**src/rtl/shift_add_multiplier_8bit_pkg.sv**
```systemverilog
// Shared constants for the shift-add multiplier: operand/product widths,
// step counter sizing and the FSM state encoding.
package shift_add_multiplier_8bit_pkg;

  localparam int OP_W   = 8;
  localparam int PROD_W = 16;
  localparam int CNT_W  = 3;

  // Index of the last CALC step; the step at this count moves to DONE.
  localparam logic [CNT_W-1:0] CNT_LAST = 3'd7;

  typedef enum logic [1:0] {
    ST_IDLE = 2'd0,
    ST_CALC = 2'd1,
    ST_DONE = 2'd2
  } state_e;

endpackage

```
**src/rtl/shift_add_multiplier_8bit_cla.sv**
```systemverilog
// Carry_Look_Ahead_Adder_8bit: 8-bit carry-lookahead adder.
// Ports (in order):
//   a, b  [7:0] addends
//   cin         carry in
//   sum   [7:0] a + b + cin, low 8 bits
//   cout        carry out
// Every carry is expanded directly from generate/propagate terms and cin,
// so no carry depends on another carry.
module Carry_Look_Ahead_Adder_8bit (
  input  logic [7:0] a,
  input  logic [7:0] b,
  input  logic       cin,
  output logic [7:0] sum,
  output logic       cout
);

  logic [7:0] gen;
  logic [7:0] prop;
  logic [8:0] carry;
  logic       term;

  always_comb begin
    gen   = a & b;
    prop  = a ^ b;
    carry = '0;
    term  = 1'b0;
    carry[0] = cin;
    for (int i = 0; i < 8; i++) begin
      // carry[i+1] = OR_j (g[j] & p[j+1..i])  |  (cin & p[0..i])
      for (int j = 0; j <= i; j++) begin
        term = gen[j];
        for (int k = j + 1; k <= i; k++) begin
          term = term & prop[k];
        end
        carry[i+1] = carry[i+1] | term;
      end
      term = cin;
      for (int k = 0; k <= i; k++) begin
        term = term & prop[k];
      end
      carry[i+1] = carry[i+1] | term;
    end
    sum  = prop ^ carry[7:0];
    cout = carry[8];
  end

endmodule

```
**src/rtl/shift_add_multiplier_8bit.sv**
```systemverilog
// shift_add_multiplier_8bit: sequential unsigned 8x8 multiplier, one partial
// product per cycle (IDLE -> 8 x CALC -> DONE -> IDLE, 9 cycles per product).
// Ports:
//   clk          rising-edge clock
//   rst          synchronous active-high reset
//   start        request; only looked at in IDLE
//   a, b   [7:0] multiplicand / multiplier, captured with an accepted start
//   busy         high in CALC and DONE
//   done         one-cycle pulse in DONE, p valid
//   p     [15:0] product, held until the next completion or reset
// Handshake: start is accepted on an edge where the block is in IDLE (busy=0);
// a and b are only sampled on that edge. start while busy is dropped.
module shift_add_multiplier_8bit
  import shift_add_multiplier_8bit_pkg::*;
(
  input  logic              clk,
  input  logic              rst,
  input  logic              start,
  input  logic [OP_W-1:0]   a,
  input  logic [OP_W-1:0]   b,
  output logic              busy,
  output logic              done,
  output logic [PROD_W-1:0] p
);

  state_e             state_q,  state_d;
  logic [OP_W-1:0]    mcand_q,  mcand_d;
  logic [OP_W-1:0]    acc_q,    acc_d;
  logic [OP_W-1:0]    mpl_q,    mpl_d;
  logic [CNT_W-1:0]   count_q,  count_d;
  logic [PROD_W-1:0]  p_q,      p_d;

  logic [OP_W-1:0]    addend;
  logic [OP_W-1:0]    sum;
  logic               cout;

  assign addend = mpl_q[0] ? mcand_q : '0;

  Carry_Look_Ahead_Adder_8bit u_cla (
    .a    (acc_q),
    .b    (addend),
    .cin  (1'b0),
    .sum  (sum),
    .cout (cout)
  );

  // The working register is {c, acc, mpl}. c is always 0 after every load
  // (the adder carry shifts into acc[7]), so it is not stored.
  always_comb begin
    state_d = state_q;
    mcand_d = mcand_q;
    acc_d   = acc_q;
    mpl_d   = mpl_q;
    count_d = count_q;
    p_d     = p_q;
    unique case (state_q)
      ST_IDLE: begin
        if (start) begin
          mcand_d = a;
          acc_d   = '0;
          mpl_d   = b;
          count_d = '0;
          state_d = ST_CALC;
        end
      end
      ST_CALC: begin
        // {cout,sum,mpl} shifted right by one
        {acc_d, mpl_d} = {cout, sum, mpl_q[OP_W-1:1]};
        count_d        = count_q + 1'b1;
        if (count_q == CNT_LAST) begin
          p_d     = {cout, sum, mpl_q[OP_W-1:1]};
          state_d = ST_DONE;
        end
      end
      ST_DONE: begin
        state_d = ST_IDLE;
      end
      default: begin
        state_d = ST_IDLE;
      end
    endcase
  end

  always_ff @(posedge clk) begin
    if (rst) begin
      state_q <= ST_IDLE;
      mcand_q <= '0;
      acc_q   <= '0;
      mpl_q   <= '0;
      count_q <= '0;
      p_q     <= '0;
    end else begin
      state_q <= state_d;
      mcand_q <= mcand_d;
      acc_q   <= acc_d;
      mpl_q   <= mpl_d;
      count_q <= count_d;
      p_q     <= p_d;
    end
  end

  assign busy = (state_q != ST_IDLE);
  assign done = (state_q == ST_DONE);
  assign p    = p_q;

endmodule

```
**config.mk**
```make
export PLATFORM = sky130hd
export DESIGN_NAME = shift_add_multiplier_8bit
export DESIGN_NICKNAME = d
export VERILOG_FILES = /design/src/rtl/shift_add_multiplier_8bit_pkg.sv /design/src/rtl/shift_add_multiplier_8bit_cla.sv /design/src/rtl/shift_add_multiplier_8bit.sv
export SDC_FILE = /design/constraint.sdc
export NUM_CORES = 1
export LEC_CHECK = 0
export BUFFER_PORTS_ARGS = -buffer_cell sky130_fd_sc_hd__buf_2
export CAP_MARGIN = 20
export CELL_PAD_IN_SITES_DETAIL_PLACEMENT = 0
export CELL_PAD_IN_SITES_GLOBAL_PLACEMENT = 2
export CORE_MARGIN = 5
export CORE_UTILIZATION = 30
export CTS_BUF_LIST = sky130_fd_sc_hd__clkbuf_16
export DETAILED_ROUTE_END_ITERATION = 7
export GPL_ROUTABILITY_DRIVEN = 0
export GPL_TIMING_DRIVEN = 1
export PLACE_DENSITY_LB_ADDON = 0.1
export REMOVE_ABC_BUFFERS = 1
export SETUP_SLACK_MARGIN = 0.3
export SKIP_LAST_GASP = 1
export SLEW_MARGIN = 0
export SYNTH_ARGS = -nofsm -noshare
export SYNTH_HDL_FRONTEND = slang
export SYNTH_HIERARCHICAL = 1
export SYNTH_SLANG_ARGS = --single-unit
export TNS_END_PERCENT = 5
```
**constraint.sdc**
```tcl
create_clock -name clk -period 2.1 [get_ports clk]
set_input_delay 0.105 -clock clk [delete_from_list [all_inputs] [get_ports clk]]
set_output_delay 0.105 -clock clk [all_outputs]
set_load 0.1 [all_outputs]
```
== Word-level counts from Yosys, hierarchy flattened ==
Cells that the tools add are included.

* Add/sub/neg operators: 1
* Eq/ne operators: 5
* Mux-type cells: 10
* Bitwise gates (word level): 59
* Reduce and logical (&&, ||, !) cells: 7

{| class="wikitable"
|+ Operators by type and width
! kind !! count
|-
| one-hot mux 8 bit (2 select lines) || 2
|-
| bitwise AND 1 bit || 28
|-
| bitwise OR 1 bit || 28
|-
| 2-to-1 mux 8 bit || 3
|-
| XOR 8 bit || 2
|-
| bitwise AND 8 bit || 1
|-
| AND reduction 2 bit || 4
|-
| one-hot mux 3 bit (2 select lines) || 1
|-
| 2-to-1 mux 2 bit || 2
|-
| != test 2 bit, second input constant || 2
|-
| one-hot mux 2 bit (2 select lines) || 1
|-
| nonzero test 2 bit || 2
|-
| adder 3 x 1 -> 3 bit, second input constant || 1
|-
| == test 3 bit, second input constant || 1
|-
| 2-to-1 mux 3 bit || 1
|-
| == test 2 x 1 -> 1 bit, second input constant || 1
|-
| == test 2 bit, second input constant || 1
|-
| logical NOT 2 bit || 1
|}

* Register bits after elaboration: 45
* Bits of input ports: 19
* Output and inout bits: 18
* Logic and storage cells: 88

== Longest topological paths before layout ==
* Word-level depth: 17
* Gate-level depth with buffers: 8
* Mapped depth without buffers: 8

== By module ==
Netlist, hierarchy kept.

{| class="wikitable"
|+ Modules (own cells, without submodules)
! module !! instances !! cells an instance !! area each (um^2)
|-
| shift_add_multiplier_8bit || 1 || 156 || 1694.1
|-
| Carry_Look_Ahead_Adder_8bit || 1 || 42 || 332.8
|}

== Worst setup path after synthesis ==
OpenSTA, ideal clock, no wires.

* Path kind: register to output
* Start point: reg state_q[0]
* End point: out done
* Arrival time: 1.872 ns
* Required time: 1.995 ns
* Setup slack: 0.123 ns
* Stages on the path, launching flop included: 4
* Path buffers: 2
* Cells stage by stage: dfxtp_1 buf_6 buf_2 nor2_1

* Cells in the longest elaborated chain, start to end: 1

{| class="wikitable"
|+ RTL lines
! what !! line !! source
|-
| start: declaration || shift_add_multiplier_8bit.sv:26 || <nowiki>state_e state_q, state_d;</nowiki>
|-
| start signal: assignment || shift_add_multiplier_8bit.sv:93 || <nowiki>state_q <= state_d;</nowiki>
|-
| == test 2 bit || shift_add_multiplier_8bit.sv:103 || <nowiki>assign done = (state_q == ST_DONE);</nowiki>
|-
| end: declaration || shift_add_multiplier_8bit.sv:22 || <nowiki>output logic done,</nowiki>
|}

Every way passes these cells.

== Worst setup path in the final report ==
* Start point: reg mpl_q[0]
* End point: reg acc_q[4]

{| class="wikitable"
|+ RTL lines
! what !! line !! source
|-
| start: declaration || shift_add_multiplier_8bit.sv:29 || <nowiki>logic [OP_W-1:0] mpl_q, mpl_d;</nowiki>
|-
| start signal: assignment || shift_add_multiplier_8bit.sv:96 || <nowiki>mpl_q <= mpl_d;</nowiki>
|-
| 2-to-1 mux 8 bit (*) || shift_add_multiplier_8bit.sv:37 || <nowiki>assign addend = mpl_q[0] ? mcand_q : '0;</nowiki>
|-
| named net addend[2] || shift_add_multiplier_8bit.sv:33 || <nowiki>logic [OP_W-1:0] addend;</nowiki>
|-
| XOR 8 bit || shift_add_multiplier_8bit_cla.sv:24 || <nowiki>prop = a ^ b;</nowiki>
|-
| bitwise AND 1 bit (3 in series) || shift_add_multiplier_8bit_cla.sv:33 || <nowiki>term = term & prop[k];</nowiki>
|-
| bitwise OR 1 bit || shift_add_multiplier_8bit_cla.sv:35 || <nowiki>carry[i+1] = carry[i+1] | term;</nowiki>
|-
| bitwise OR 1 bit (*) (3 in series) || shift_add_multiplier_8bit_cla.sv:35 ||
|-
| XOR 8 bit (*) || shift_add_multiplier_8bit_cla.sv:43 || <nowiki>sum = prop ^ carry[7:0];</nowiki>
|-
| named net sum[5] || shift_add_multiplier_8bit.sv:34 || <nowiki>logic [OP_W-1:0] sum;</nowiki>
|-
| one-hot mux 8 bit (2 select lines) (*) || shift_add_multiplier_8bit.sv:56 || <nowiki>unique case (state_q)</nowiki>
|-
| end signal: assignment || shift_add_multiplier_8bit.sv:88 || <nowiki>acc_q <= '0;</nowiki>
|-
| end signal: assignment || shift_add_multiplier_8bit.sv:95 || <nowiki>acc_q <= acc_d;</nowiki>
|-
| end: declaration || shift_add_multiplier_8bit.sv:28 || <nowiki>logic [OP_W-1:0] acc_q, acc_d;</nowiki>
|}

Mark *: on every way through the listed nets, which the timed path passes. The rest lies on a longest branch.
A chain may end at the register's enable or synchronous reset.

==> results.yml <==
routing:
  wl_um: 4840
  drt-pass1-iter-count: 4
  viasPerCell: 4.92
  drtAntennaViolNets: 0
  wire_per_inst_um: 15.2
  vias: 1566
  drt_first_iter_violations: 32
  route.detailed.drc: 0
sta:
  finalCriticalPeriod_ps: 1790
  clock.fmax_mhz: 560
  slew_viol_final: 0
  whs_ps: 68.4
  slew-limit-headroom_pct: 59.6
  clock_skew_ps: 3.16
  setup_ws_ps: 313
  final.period_utilization_pct: 85.1
  worstMarginPinSlew_ps: 604
  rsz0062_at_grt: "yes"
  fin_setup_tns_ps: 0
  hold_viol: 0
  finalSetupViolCount: 0
finish:
  final_area_um2: 2570
  final_cell_mix: "dfxtp_1, buf_2, a22o_1"
  finalCoreUtilization_pct: 38.5
  drive_gt1_share_pct: 32.4
  antenna_cells: 0
  final_nets: 268
  fin_cells: 318
  final_common_cell: "dfxtp_1"
  syn2layout_area_growth_pct: 26.8
  n_fill_cell: 680
power_and_ir_drop:
  seqPwrFrac_pct: 47.0
  p_int_mw: 1.50
  total_power_mw: 1.92
  ir_drop_uv: 292
  clkPwrFrac_pct: 44.6
  switching_power_mw: 0.416
  p_sw_share_pct: 21.7
  pwr-share-comb_pct: 8.4
  power.density_nw_per_um2: 747
  leakage_nw: 1.09
setup_path:
  crit_path_top_delay_cell: "dfxtp_4"
  slowest_delay_ps: 360
  cp-start-kind: "flop"
  cp.depth: 7
  path_buf_inv: 0
  required_ps: 2270
  reg2reg_depth: 7
  cp_max_fo: 7
  end_kind: "flop"
  critical_path_class: "flop to flop"
  crit_path_end: "acc_q[4]$_SDFFE_PP0P_"
  startpoint: "mpl_q[0]$_SDFFE_PP0P_"
  r2r_end: "acc_q[4]$_SDFFE_PP0P_"
  crit_family: "compound AO/OA/AOI/OAI gates"
  r2r_setup_slack_ps: 310
  cp_data_arrival_time_ps: 1960
  rr_startpoint: "mpl_q[0]$_SDFFE_PP0P_"
  crit_chain: "and2_4 > ha_4 > a21oi_4 > a21boi_2 > o21a_1 > o31a_1 > a22o_1"
global_route:
  grt_pass1_wl_um: 8020
  gr-usage-all-layers_pct: 11.9
  antenna_found_initial: 0
  grt_max_degree: 21
  grt-ovfl-total: 0
  grt_pass1_vias: 1701
die:
  io_pins: 37
  die_w_um: 92.2
  initial_core_util_pct: 30.3
  core_um2: 6680
  rows: 30
  die_y_um: 92.2
  die_area_um2: 8500
clock_network:
  cts_buffers: 5
  clockBufferDepth: 2
  ctsRootBufferMaster: "clkbuf_16"
  postCtsHoldBufs: 0
  cts_tree: "done"
  clock_sinks: 45
  clk-insertion-delay-late_ps: 280
  clk_pin_slew_worst_paths_ps: 60
  cts_max_level: 2
synthesis:
  ys_seq_elements: 45
  synth-seq-area-share_pct: 44.4
  synth_area_leaders: "dfxtp_1, a22o_1, ha_1"
  syn_inst: 198
  yosysTopAreaCell: "dfxtp_1"
  ys_types: 39
  ys_warn_count: 6
  synth_top_area_share_pct: 44.4
  synth_area_um2: 2030
  syn_area_per_cell_um2: 10.2
placed_design:
  pre_cts_ws_ps: 67.8
  post-dp-hpwl_um: 3450
  placed_area_um2: 2260
  dp.cells: 308
  port_buffers: 36
run_status:
  status: "finished, final reports clean"
job:
  cap_violations: 0
min_path:
  hold_path.class: "primary input to flop"
-- how the worst min path moves through the flow --
stage	start	end	cells after the start
after floorplan	rst	mpl_q[5]$_SDFFE_PP0P_	1
after global placement	a[5]	mcand_q[5]$_SDFFE_PP0P_	3
after detailed placement	a[1]	mcand_q[1]$_SDFFE_PP0P_	3
after CTS	a[1]	mcand_q[1]$_SDFFE_PP0P_	3
after global routing	a[2]	mcand_q[2]$_SDFFE_PP0P_	3
final	a[1]	mcand_q[1]$_SDFFE_PP0P_	3
-- sequential cells by signal, indices dropped and copies added (netlist names) --
| register | flops |
|---|---|
| acc_q | 8 |
| count_q | 3 |
| p | 16 |
| mpl_q | 8 |
| state_q | 2 |
| mcand_q | 8 |
-- synthesized netlist by cell type, drive strengths merged --
library cell	number
o21ba	1
nand3	2
a31oi	1
o31a	1
and2	9
mux2i	9
a2bb2oi	1
clkbuf	2
nor3	2
a22o	26
o21ai	1
a21oi	10
o211ai	1
buf	10
conb	1
o21a	2
or2	1
nor4	1
o31ai	1
xnor2	2
a211oi	8
nor3b	2
nand2	19
o21bai	1
or3b	1
a21boi	2
dfxtp	45
inv	6
nor2	17
fa	1
ha	11
mux2	1
-- power groups by stage --
stage                     logic, mW  registers [mW]  clock network, mW
after floorplan              0.0927           0.919                  0
after global placement        0.149           0.922                  0
after detailed placement      0.153           0.923                  0
after CTS                     0.162           0.904              0.894
after global routing          0.181           0.908              0.926
final                         0.161           0.903              0.856
-- worst reg2reg max path: cells and delay by family, from the launching register on --
family | cells | cell delay (ps)
AOI/OAI and AO/OA | 5 | 920
DFF | 1 | 360
adders and majority gates | 1 | 240
and+or+nand+nor | 1 | 140
-- layer usage --
layer | share of wire, % | wire (um) | track usage, % | vias to the layer above
met1 | 45 | 2180 | 14.2 | 740
met5 | 0 | 0 | 0 | -
li1 | - | - | - | 783
met4 | 1.3 | 65 | 5.32 | 0
met2 | 49 | 2380 | 20.1 | 35
met3 | 4.3 | 209 | 3.04 | 8
-- cell families after synthesis --
logic type      share of synthesized area (%)
fa+ha+maj                                7.78
simple gates                             13.6
xor+xnor                                0.864
flops                                    44.4
buf+inv                                  5.56
compound gates                           22.6
other cells                             0.185
mux                                      5.00
-- repair_timing --
action	in CTS	in global routing
endpoints found under the hold margin	0	0
pin swaps	5	2
resized for setup	15	5
setup endpoints to repair	10	8
setup buffers	2	0
-- area by class of cell --
cell class / instances / area [um^2] / area share (%)
Timing Repair Buffer: 43 / 233 / 9.06
Sequential cell: 45 / 905 / 35.2
Multi-Input combinational cell: 136 / 1150 / 44.6
Tap cell: 80 / 100 / 3.89
Inverter: 6 / 22.5 / 0.876
Clock buffer: 5 / 125 / 4.87
Clock inverter: 3 / 37.5 / 1.46
No activity file was read; power rests on OpenSTA's default activity.
